### src/rtl/vscale_regfile_writer_pkg.sv
// Shared sizing defaults and helpers for the register-file write front end.
package vscale_regfile_writer_pkg;

    localparam int unsigned XPR_LEN_DEF        = 32;
    localparam int unsigned REG_ADDR_WIDTH_DEF = 5;
    localparam int unsigned FIFO_DEPTH_DEF     = 4;

    // Occupancy counter width able to represent 0..depth inclusive.
    function automatic int unsigned fifo_count_width(input int unsigned depth);
        return $clog2(depth + 1);
    endfunction

endpackage

### src/rtl/vscale_wb_fifo.sv
// In-order synchronous FIFO buffering long-latency writeback results.
module vscale_wb_fifo
    import vscale_regfile_writer_pkg::*;
#(
    parameter int unsigned WIDTH = 37,
    parameter int unsigned DEPTH = 4
) (
    input  logic                                clk,
    input  logic                                reset,
    input  logic                                enq_valid,
    output logic                                enq_ready,
    input  logic [WIDTH-1:0]                    enq_data,
    output logic                                deq_valid,
    input  logic                                deq_en,
    output logic [WIDTH-1:0]                    deq_data,
    output logic [fifo_count_width(DEPTH)-1:0]  count
);

    localparam int unsigned PW = (DEPTH > 1) ? $clog2(DEPTH) : 1;
    localparam int unsigned CW = fifo_count_width(DEPTH);

    logic [WIDTH-1:0] mem [DEPTH];
    logic [PW-1:0]    rd_ptr;
    logic [PW-1:0]    wr_ptr;
    logic             enq_fire;
    logic             deq_fire;

    assign enq_ready = (count < CW'(DEPTH));
    assign deq_valid = (count != '0);
    assign deq_data  = mem[rd_ptr];
    assign enq_fire  = enq_valid && enq_ready;
    assign deq_fire  = deq_en && deq_valid;

    // Pointers wrap naturally because DEPTH is a power of two.
    always_ff @(posedge clk) begin
        if (reset) begin
            rd_ptr <= '0;
            wr_ptr <= '0;
            count  <= '0;
        end else begin
            if (enq_fire) wr_ptr <= wr_ptr + PW'(1);
            if (deq_fire) rd_ptr <= rd_ptr + PW'(1);
            case ({enq_fire, deq_fire})
                2'b10:   count <= count + CW'(1);
                2'b01:   count <= count - CW'(1);
                default: count <= count;
            endcase
        end
    end

    always_ff @(posedge clk) begin
        if (enq_fire) mem[wr_ptr] <= enq_data;
    end

endmodule

### src/rtl/vscale_regfile_writer.sv
// Single driver of the regfile write port: arbitrates pipeline vs buffered
// long-latency results and tracks registers whose regfile value is stale.
module vscale_regfile_writer
    import vscale_regfile_writer_pkg::*;
#(
    parameter int unsigned XPR_LEN        = XPR_LEN_DEF,
    parameter int unsigned REG_ADDR_WIDTH = REG_ADDR_WIDTH_DEF,
    parameter int unsigned FIFO_DEPTH     = FIFO_DEPTH_DEF
) (
    input  logic                                      clk,
    input  logic                                      reset,
    input  logic                                      pipe_wen,
    input  logic [REG_ADDR_WIDTH-1:0]                 pipe_wa,
    input  logic [XPR_LEN-1:0]                        pipe_wd,
    input  logic                                      lat_valid,
    output logic                                      lat_ready,
    input  logic [REG_ADDR_WIDTH-1:0]                 lat_wa,
    input  logic [XPR_LEN-1:0]                        lat_wd,
    input  logic                                      rsv_valid,
    input  logic [REG_ADDR_WIDTH-1:0]                 rsv_wa,
    input  logic [REG_ADDR_WIDTH-1:0]                 chk_ra1,
    input  logic [REG_ADDR_WIDTH-1:0]                 chk_ra2,
    output logic                                      chk_busy1,
    output logic                                      chk_busy2,
    output logic                                      wen,
    output logic [REG_ADDR_WIDTH-1:0]                 wa,
    output logic [XPR_LEN-1:0]                        wd,
    output logic [fifo_count_width(FIFO_DEPTH)-1:0]   fifo_count,
    output logic                                      idle
);

    localparam int unsigned NREG = 2 ** REG_ADDR_WIDTH;
    localparam int unsigned EW   = REG_ADDR_WIDTH + XPR_LEN;

    logic                      pipe_take;
    logic                      fifo_enq_valid;
    logic                      fifo_deq_valid;
    logic                      fifo_deq_en;
    logic [EW-1:0]             fifo_head;
    logic [REG_ADDR_WIDTH-1:0] head_wa;
    logic [XPR_LEN-1:0]        head_wd;
    logic [NREG-1:0]           pending_q;
    logic [NREG-1:0]           pending_d;

    // Results for x0 are accepted from the source but never buffered.
    assign fifo_enq_valid = lat_valid && (lat_wa != '0);
    assign pipe_take      = pipe_wen && (pipe_wa != '0);
    assign fifo_deq_en    = fifo_deq_valid && !pipe_take;
    assign head_wa        = fifo_head[EW-1:XPR_LEN];
    assign head_wd        = fifo_head[XPR_LEN-1:0];

    vscale_wb_fifo #(
        .WIDTH (EW),
        .DEPTH (FIFO_DEPTH)
    ) u_fifo (
        .clk       (clk),
        .reset     (reset),
        .enq_valid (fifo_enq_valid),
        .enq_ready (lat_ready),
        .enq_data  ({lat_wa, lat_wd}),
        .deq_valid (fifo_deq_valid),
        .deq_en    (fifo_deq_en),
        .deq_data  (fifo_head),
        .count     (fifo_count)
    );

    // Output register: pipeline has priority, otherwise drain the FIFO head.
    always_ff @(posedge clk) begin
        if (reset) begin
            wen <= 1'b0;
            wa  <= '0;
            wd  <= '0;
        end else if (pipe_take) begin
            wen <= 1'b1;
            wa  <= pipe_wa;
            wd  <= pipe_wd;
        end else if (fifo_deq_valid) begin
            wen <= 1'b1;
            wa  <= head_wa;
            wd  <= head_wd;
        end else begin
            wen <= 1'b0;
        end
    end

    // Clear on dequeue first so a same-cycle reservation of that register wins.
    always_comb begin
        pending_d = pending_q;
        if (fifo_deq_en) pending_d[head_wa] = 1'b0;
        if (rsv_valid && (rsv_wa != '0)) pending_d[rsv_wa] = 1'b1;
        pending_d[0] = 1'b0;
    end

    always_ff @(posedge clk) begin
        if (reset) pending_q <= '0;
        else       pending_q <= pending_d;
    end

    assign chk_busy1 = (chk_ra1 != '0) && (pending_q[chk_ra1] || (wen && (wa == chk_ra1)));
    assign chk_busy2 = (chk_ra2 != '0) && (pending_q[chk_ra2] || (wen && (wa == chk_ra2)));
    assign idle      = (fifo_count == '0) && !wen && (pending_q == '0);

    // A register released by this cycle's dequeue is free to be reserved again.
    rsv_not_pending_a: assert property (@(posedge clk) disable iff (reset)
        !(rsv_valid && (rsv_wa != '0) && pending_q[rsv_wa]
          && !(fifo_deq_en && (head_wa == rsv_wa))));

endmodule

### config.mk
export PLATFORM = sky130hd
export DESIGN_NAME = vscale_regfile_writer
export DESIGN_NICKNAME = d
export VERILOG_FILES = /design/src/rtl/vscale_regfile_writer_pkg.sv /design/src/rtl/vscale_wb_fifo.sv /design/src/rtl/vscale_regfile_writer.sv
export SDC_FILE = /design/constraint.sdc
export NUM_CORES = 1
export LEC_CHECK = 0
export ABC_AREA = 1
export ABC_CLOCK_PERIOD_IN_PS = 2350
export BUFFER_PORTS_ARGS = -buffer_cell sky130_fd_sc_hd__buf_2
export CAP_MARGIN = 20
export CORE_ASPECT_RATIO = 0.6
export CORE_MARGIN = 2
export CORE_UTILIZATION = 52
export DETAILED_ROUTE_END_ITERATION = 6
export MAX_ROUTING_LAYER = met4
export PLACE_DENSITY = 0.76
export REMOVE_ABC_BUFFERS = 1
export SKIP_CTS_REPAIR_TIMING = 1
export SLEW_MARGIN = 20
export SYNTH_ARGS = -nofsm -noshare
export SYNTH_HDL_FRONTEND = slang
export SYNTH_HIERARCHICAL = 1
export SYNTH_SLANG_ARGS = --single-unit
### constraint.sdc
create_clock -name clk -period 2.35 [get_ports clk]
set_input_delay 0 -clock clk [delete_from_list [all_inputs] [get_ports clk]]
set_output_delay 0 -clock clk [all_outputs]
set_load 0.01 [all_outputs]
# Yosys cells after proc, flatten, opt, wreduce, memory -nomap -nowiden
# Memory sizes are Yosys's and may differ from the RTL's. A register that Yosys moved wholly into a read port is not among the register bits.
# Index checks and enable logic that the tools add are counted.
word_totals:
  regBits: 77
  wordCells: 76
  mem_bits_rw: 148
  out_inout_bits: 45
  in_bits: 94
  n_memories: 1
op_classes:
  n_bitwise: 3
  n_lt_le_gt_ge: 7
  n_reduce_logical: 28
  addsub: 4
  eq_ne: 4
  mux: 21
memory_table:
  columns: ["name", "words", "width", "rd", "rd_clocked_by_memory_dff", "wr", "line", "rtl"]
  rows:
  - ["u_fifo.mem", 4, 37, 1, 1, 1, "vscale_wb_fifo.sv:22", "logic [WIDTH-1:0] mem [DEPTH];"]
ops:
  columns: ["op", "count"]
  rows:
  - ["two-way mux 32 bit", 4]
  - ["AND 32 bit", 1]
  - ["logical NOT 32 bit", 1]
  - ["inverter 32 bit", 1]
  - ["OR 32 bit", 1]
  - ["nonzero test 5 bit", 5]
  - ["less-than comparator 5 x 6 -> 1 bit (second input constant)", 4]
  - ["logical AND 1 bit", 14]
  - ["binary-select mux 1 bit (select 5 bit)", 2]
  - ["demux 1 bit (select 5 bit)", 2]
  - ["equality test 5 bit", 2]
  - ["greater-or-equal comparator 5 x 1 -> 1 bit (second input constant)", 2]
  - ["two-way mux 5 bit", 2]
  - ["two-way mux 1 bit", 8]
  - ["case mux 3 bit (2 select lines)", 1]
  - ["adder 2 x 1 -> 2 bit (second input constant)", 2]
  - ["two-way mux 2 bit", 2]
  - ["nonzero test 2 bit", 2]
  - ["adder 3 x 1 -> 3 bit (second input constant)", 1]
  - ["logical NOT 3 bit", 1]
  - ["less-than comparator 3 bit (second input constant)", 1]
  - ["nonzero test 3 bit", 1]
  - ["subtractor 3 x 1 -> 3 bit (second input constant)", 1]
  - ["equality test 2 x 1 -> 1 bit (second input constant)", 1]
  - ["3 further kinds", 5]

# Longest topological paths before layout
# Gate-level depths: netlist (run 1).
depth:
  word_depth: 9
  mapped_depth: 17
  mapped_depth_nobuf: 16

# Modules after synthesis
# The synthesis (run 1) kept the hierarchy.
by_module_without_submodules:
  columns: ["module", "seq_area_each_um2", "cells_per_inst", "n_inst", "area_per_inst_um2"]
  rows:
  - ["vscale_wb_fifo", 4624.4, 423, 1, 5953.2]
  - ["vscale_regfile_writer", 1381.3, 650, 1, 4002.6]

# Worst setup path before layout (run 1)
# OpenSTA, ideal clock, no wires.
synth_path:
  kind: "reg2reg"
  start: "register u_fifo.count[2]"
  end: "memory u_fifo.mem[0][0] (enable)"
  arrival_time_ns: 2.260
  n_path_buf: 0
  period_less_slack_ns: 2.692
  stages_incl_launch_ff: 4
  t_required_ns: 1.919
  path_slack_ns: -0.342
  setup_time_ns: 0.431
  cell_sequence: "dfxtp_1 > inv_1 > nand2_1 > nor2_1"
synth_via:
  elab_chain_len: 4
synth_rtl:
  columns: ["element", "line", "rtl"]
  rows:
  - ["start: declaration", "vscale_wb_fifo.sv:16", "output logic [fifo_count_width(DEPTH)-1:0] count"]
  - ["start signal: assignment", "vscale_wb_fifo.sv:44", "2'b10: count <= count + CW'(1);"]
  - ["start signal: assignment", "vscale_wb_fifo.sv:45", "2'b01: count <= count - CW'(1);"]
  - ["start signal: assignment", "vscale_wb_fifo.sv:46", "default: count <= count;"]
  - ["less-than comparator 3 bit", "vscale_wb_fifo.sv:28", "assign enq_ready = (count < CW'(DEPTH));"]
  - ["net lat_ready", "vscale_regfile_writer.sv:16", "output logic lat_ready,"]
  - ["logical AND 1 bit", "vscale_wb_fifo.sv:31", "assign enq_fire = enq_valid && enq_ready;"]
  - ["two-way mux 1 bit", "vscale_wb_fifo.sv:52", "if (enq_fire) mem[wr_ptr] <= enq_data;"]
  - ["two-way mux 1 bit (implied by the code)", "vscale_wb_fifo.sv:52", null]
  - ["end: declaration", "vscale_wb_fifo.sv:22", null]
# The timed path passes the listed nets, and every way through them passes these cells.

# Worst setup path after layout (run 1)
layout_path:
  start: "input lat_wa[0]"
  end: "register u_fifo.count[2]"
layout_via:
  elab_chain_len: 5
  elab_cells_between_ends: 7
  cone_classes: "eq/ne (2); mux (1); reduce/logical (4)"
layout_rtl:
  columns: ["element", "line", "rtl"]
  rows:
  - ["start: declaration", "vscale_regfile_writer.sv:17", "input logic [REG_ADDR_WIDTH-1:0] lat_wa,"]
  - ["nonzero test 5 bit (*)", "vscale_regfile_writer.sv:46", "assign fifo_enq_valid = lat_valid && (lat_wa != '0);"]
  - ["logical AND 1 bit (*)", "vscale_regfile_writer.sv:46", null]
  - ["net fifo_enq_valid", "vscale_regfile_writer.sv:36", "logic fifo_enq_valid;"]
  - ["logical AND 1 bit (*)", "vscale_wb_fifo.sv:31", null]
  - ["equality test 2 x 1 -> 1 bit / equality test 2 bit (equally long branches)", "vscale_wb_fifo.sv:43", "case ({enq_fire, deq_fire})"]
  - ["case mux 3 bit (2 select lines) / nonzero test 2 bit (equally long branches)", null, null]
# Mark *: on every way through the listed nets, which the timed path passes. The rest lies on a longest branch.
# A chain may end at the register's enable or synchronous reset.

==> impl_results.md, run 1 <==
- CP delay by family, top: buffers and inverters
- Largest net degree at the start of global routing: 70
- Rel. slew slack: 54.6%
- Die H: between 100 and 150 µm
- Placed instance area: ~0.011 mm²
- Ys async rst share: 0%
- CP dominant cell by count: nand2_1
- DR DRC count: 0
- Skew-Pair Late Insertion Delay: 0.50 ns
- DR iter-0 viols: 1105
- CP required: between 2 and 3 ns
- Worst-Margin Slew: between 0.6 and 0.7 ns
- Routed wire length: approximately 27000 µm
- Max_cap viols: 0
- Leak: 0.00489 µW
- First-pass GRT wire length: ~40000 µm
- Most area-consuming cells after synthesis: edfxtp_1 45%, dfxtp_1 16%, nand2_1 10%
- Final Hold Fails: 1
- Biggest area consumer among synthesized cells: edfxtp_1
- Finished Cell Area: about 0.012 mm²
- Fin crit period: approximately 2.2 ns
- Failing checks: hold timing
- Drt via density: 5.57
- Startpoint class of the critical path: input port
- Total gr overflow: 0
- Hold Crit Class: in -> reg
- Chip Width: 183 µm
- # clock sinks: between 200 and 250
- Fmax: between 400 and 500 MHz
- Setup Skew: roughly 0.015 ns
- Starting Density: a little over half
- Register area share after synthesis: 60.3%
- H-tree depth: 1
- Worst vdd ir: just under 600 µV
- Area grow syn2layout: 23.8%
- Inserted Clock Buffers: 21
- Synth unique cells: 32
- Post-synth top cells: 266 x nand2_1, 148 x edfxtp_1, 106 x nor2_1, 92 x o21ai_0, 82 x inv_1
- Fin crit share: between 90 and 100%
- Root Driver: clkbuf_16
- Critical path class: in -> reg
- Initial antenna violation count: 2
- Gpl congestion: approximately 0.92
- Total number of yosys warnings: 6
- Core Region: 0.0189 mm²
- Fraction of layout cells with a size suffix above 1: 15.5%
- Port buffer count: between 100 and 150
- Synthesized instance count: around 1100
- Crit end category: flop
- Vias: 8620
- Post-synthesis register bit count: approximately 230
- Arrival time worst endpoint: roughly 2.6 ns
- Die ar.: ~0.020 mm²
- Clock-pin transition on the worst setup and hold timing paths: roughly 0.060 ns
- Row Count: 39
- Crit path largest cell delay: 0.56 ns
- Top-count cell post-synth: nand2_1
- Avg Inst Size Synth: between 9 and 10 µm²
- Vias in the first global route: 7312
- Synth Flop Type: edfxtp_1
- Nets: approximately 1400
- Slew Limit Fails: 0
- Final setup vio count: 0
- Crit-path slowest cell: dlygate4sd3_1
- GRT Util Overall: between 20% and 30%
- Synth top area share: between 40% and 50%
- Iteration count of the initial detailed-routing pass: 6
- Num ports: about 140
- Total Power: ~11000 µW
- Post-route ant nets: 0
- Crit path cell chain: dlygate4sd3_1 -> buf_2 -> or4_1 -> o21ai_0 -> inv_1 -> nand2_1 -> ha_1 -> inv_1 -> fa_1 -> inv_1 -> nand2_1 -> nand3_1 -> nand2_1 -> nand2_1 -> nor2_1
- Post-synth EDFFs: 148
- Hold slack: -0.00422 ns
- Synthesized area: about 0.01 mm²
- Status: finished, violations left
- CP bufs+invs: 5
- Routed wire per std cell: 17.5 µm
- CP Max Fanout: 5
- Maximum buffer depth of the clock tree: 3
- Placed wire-length estimate: roughly 17000 µm
- TNS Setup: 0 ns
- Unrepaired setup endpoints after global routing: false
- CTS tree: done
- Pwr Density: slightly below 900 mW/mm²
-- cell families (layout without fill, tap and decap cells) --
group	after synthesis	after routing	synth area share, %
AOI/OAI and AO/OA	236	236	12.8
adders and majority gates	6	6	0.829
buffers and inverters	140	367	6.87
DFF	226	226	60.3
other	0	2	0
and+or+nand+nor	465	465	19.2
-- sequential cells by signal (all words and copies together), names as in the netlist, named ones only --
signal and count:
u_fifo/mem 148, wa 5, pending_q 31, wd 32, wen 1, u_fifo/rd_ptr 2, u_fifo/count 3, u_fifo/wr_ptr 2
-- cells in the final DEF (no fill, tap or decap), types with 18 or more instances in the layout --
master and n:
nand2_1 266, edfxtp_1 148, buf_2 138, nor2_1 102
o21ai_0 92, inv_1 82, dlygate4sd3_1 81, dfxtp_1 77
nand3_1 67, o22ai_1 42, a21oi_1 40, a31oi_1 32
o21ai_1 29, clkbuf_16 21, buf_4 18
-- final timing paths --
kind	startpoint	to	slack, ns	cells past startpoint
worst max register to register	flop	pending_q[12]	0.23	8
worst max-delay path	lat_wa[0]	u_fifo/count[2]	0.17	15
worst min register to register	wd[14]	wd[14]	0.48	2
worst min-delay path	pipe_wa[2]	wa[2]	-0.004	5
-- layer usage --
metal | wire, µm | track usage (%)
met1 | 12400 | 39.0
met2 | 11300 | 34.3
met3 | 3100 | 6.67
met4 | 347 | 4.30
met5 | 0 | -
-- through the flow --
step           setup WS, ns  cells  util (%)
6_report              0.175   1548      65.2
5_1_grt              0.0114   1548      65.2
4_1_cts               0.212   1465      60.9
3_5_place_dp          0.258   1427      57.5
3_3_place_gp          0.346   1427      57.5
2_1_floorplan        -0.892   1021         -
-- report_power, final --
group | internal (µW) | switching [µW] | total (µW)
clock | 1870 | 1430 | 3300
sequential | 4670 | 194 | 4870
combinational | 921 | 1930 | 2850
total | 7470 | 3550 | 11000
-- worst register-to-register path: cells and delay by family (launching register included) --
family          cells  cell delay [ns]
buf+inv             1             0.31
simple gates        3             0.51
flops               1             0.39
compound gates      4             0.78
-- final cells by class --
| cell class | count | area [µm²] |
|---|---|---|
| timing repair buffer | 241 | 1720 |
| sequential | 226 | 6010 |
| fill | 1445 | 6560 |
| multi-input combinational | 707 | 3300 |
| tap | 246 | 308 |
| inverter | 88 | 334 |
| antenna | 2 | 5.00 |
| clock inverter | 11 | 106 |
| clock buffer | 27 | 548 |
(Power assumes the default switching activity.)
==> inputs of run 2 (changes only) <==
--- a/config.mk
+++ b/config.mk
@@ -15,7 +15,9 @@
 export DETAILED_ROUTE_END_ITERATION = 6
 export MAX_ROUTING_LAYER = met4
 export PLACE_DENSITY = 0.76
+export RECOVER_POWER = 50
 export REMOVE_ABC_BUFFERS = 1
+export SETUP_SLACK_MARGIN = 0.3
 export SKIP_CTS_REPAIR_TIMING = 1
 export SLEW_MARGIN = 20
 export SYNTH_ARGS = -nofsm -noshare
==> run 2 against run 1 <==
  * Largest power group unchanged
  * Sequential share of layout area up 0.065 points
  * Clock skew increased by 0.0026 ns
  * Global-route usage unchanged
  * Setup slack improved by 0.20 ns
  * Sequential power is essentially flat
  * Non-clock buffer count is 1 higher
  * Die area unchanged
  * Clock power barely moved
  * The flow now finishes without violations
  * Critical path type is now reg -> reg
  * Final area is essentially flat
  * First-iteration DRC count increased by 6.7%
  * Cell count increased by 0.13%
  * Critical path depth decreased by 5
==> impl_results.md, run 2 (synthesis gave the netlist of run 1 again) <==
- Die H: about 110 µm
- DR DRC count: 0
- Non-Filler Instances: around 1600
- Filler cells: between 1000 and 1500
- Root Driver: clkbuf_16
- Finished Cell Area: approximately 0.012 mm²
- Gpl congestion: about 0.9
- Final setup margin: between 0.3 and 0.4 ns
- Starting Density: around 53%
- Iteration count of the initial detailed-routing pass: 7
- Clock-pin transition on the worst setup and hold timing paths: about 0.07 ns
- Biggest register: u_fifo/mem
- Rel. slew slack: a little under three fifths
- Total gr overflow: 0
- Drt via density: ~5.6
- Port buffer count: roughly 140
- Crit end category: flop
- Placed cells: 1427
- Switching share of power: 32.6%
- CP required: ~2.7 ns
- Arrival time worst endpoint: ~2.4 ns
- Pwr Density: ~900 mW/mm²
- Critical path class: reg -> reg
- Nets: 1386
- Fin crit share: between 80% and 90%
- Row Count: 39
- Setup Skew: between 0.015 and 0.02 ns
- Internal power: between 7000 and 8000 µW
- Routed wire per std cell: ~18 µm
- Die ar.: between 0.02 and 0.025 mm²
- Core Region: about 0.019 mm²
- H-tree depth: 1
- Initial antenna violation count: 3
- DR iter-0 viols: between 1000 and 1500
- TNS Setup: 0 ns
- Core Util, Final: 65.2%
- GRT Util Overall: 25.5%
- CP Max Fanout: 12
- Fraction of layout cells with a size suffix above 1: between 10 and 15%
- First-pass GRT wire length: slightly below 40000 µm
- Maximum buffer depth of the clock tree: 3
- Placed wire-length estimate: 16800 µm
- Skew-Pair Late Insertion Delay: 0.51 ns
- Final setup vio count: 0
- Worst vdd ir: roughly 590 µV
- Startpoint class of the critical path: flop
- Vias in the first global route: about 7300
- Regs by FF count: u_fifo/mem x148, wd x32, pending_q x31
- Placed instance area: approximately 0.011 mm²
- Max FFs per register: 148
- Chip Width: roughly 180 µm
- Sequential Power Share: 44.0%
- Inserted Clock Buffers: 21
- CTS tree: done
- # clock sinks: approximately 230
- Area grow syn2layout: 23.7%
- Status: completed
- Leak: 0.00466 µW
- Commonest non-fill, non-tap cell in the layout: nand2_1
- Place WS: roughly 0.26 ns
- Unrepaired setup endpoints after global routing: true
- Final Hold Fails: 0
- Post-route ant nets: 0
- Num ports: 139
- Most frequent cells in the layout: 265 x nand2_1, 148 x edfxtp_1, 95 x nor2_1
- P_sw: 3620 µW
- Fmax: 505 MHz
- Hold Crit Class: in -> reg
- Max_cap viols: 0
- Largest net degree at the start of global routing: 70
- Worst-Margin Slew: ~0.67 ns
- Combinational Power Share: 26.1%
- Slew Limit Fails: 0
- Clk pwr share: 29.8%
- Vias: 8705
- Fin crit period: ~2.0 ns
- Routed wire length: 27800 µm
## run 2: cell types whose count changed in the layout (fill, tap and decap cells not counted), sizes merged
cell	change
clkbuf	+78
buf	-77
diode	+1
## run 2: worst paths after layout
kind,from,endpoint,slack [ns],depth (start not counted)
worst min register to register,pending_q[15],pending_q[15],0.48,2
worst max register to register,flop,pending_q[6],0.37,10
worst max-delay path,flop,pending_q[6],0.37,10
worst min-delay path,pipe_wa[2],wa[2],0.01,5
## run 2: metal layers
metal / GRT usage (%) / vias to the layer above / share of wire (%)
met1: 39.0 / 4018 / 45
met3: 6.67 / 64 / 11
met5: - / - / 0
met4: 4.30 / 0 / 1.8
met2: 34.3 / 513 / 42
li1: - / 4110 / -
## run 2: power groups by stage
stage | combinational (µW) | clock, µW | sequential, µW
3_5_place_dp | 2670 | 0 | 4940
5_1_grt | 3170 | 3510 | 4930
3_3_place_gp | 2630 | 0 | 4930
6_report | 2900 | 3310 | 4890
2_1_floorplan | 1420 | 0 | 5060
4_1_cts | 2680 | 3330 | 4860
## run 2: stage by stage
step	hold slack (ns)	total power (µW)
3_5_place_dp	0.216	7610
5_1_grt	0.0546	11600
2_1_floorplan	0.0691	6480
4_1_cts	-0.306	10900
6_report	0.0128	11100
3_3_place_gp	0.214	7560
## run 2: critical path: stages, from the launching register on
cell and delay [ns]:
dfxtp_1 0.41, inv_1 0.12, buf_4 0.20, o21ai_1 0.14, o22ai_2 0.12, inv_1 0.15, nand2_1 0.09, nor2_1 0.25
nand2_1 0.08, o21ai_0 0.20, a21oi_1 0.09
## run 2: cell type report
type,count,area [µm²],share of cell area (%)
Multi-Input combinational cell,707,3350,27.2
Tap cell,246,308,2.50
Inverter,88,337,2.73
Sequential cell,226,6010,48.8
Antenna cell,3,7.51,0.0610
Timing Repair Buffer,242,1650,13.4
Clock inverter,11,106,0.864
Clock buffer,27,548,4.45
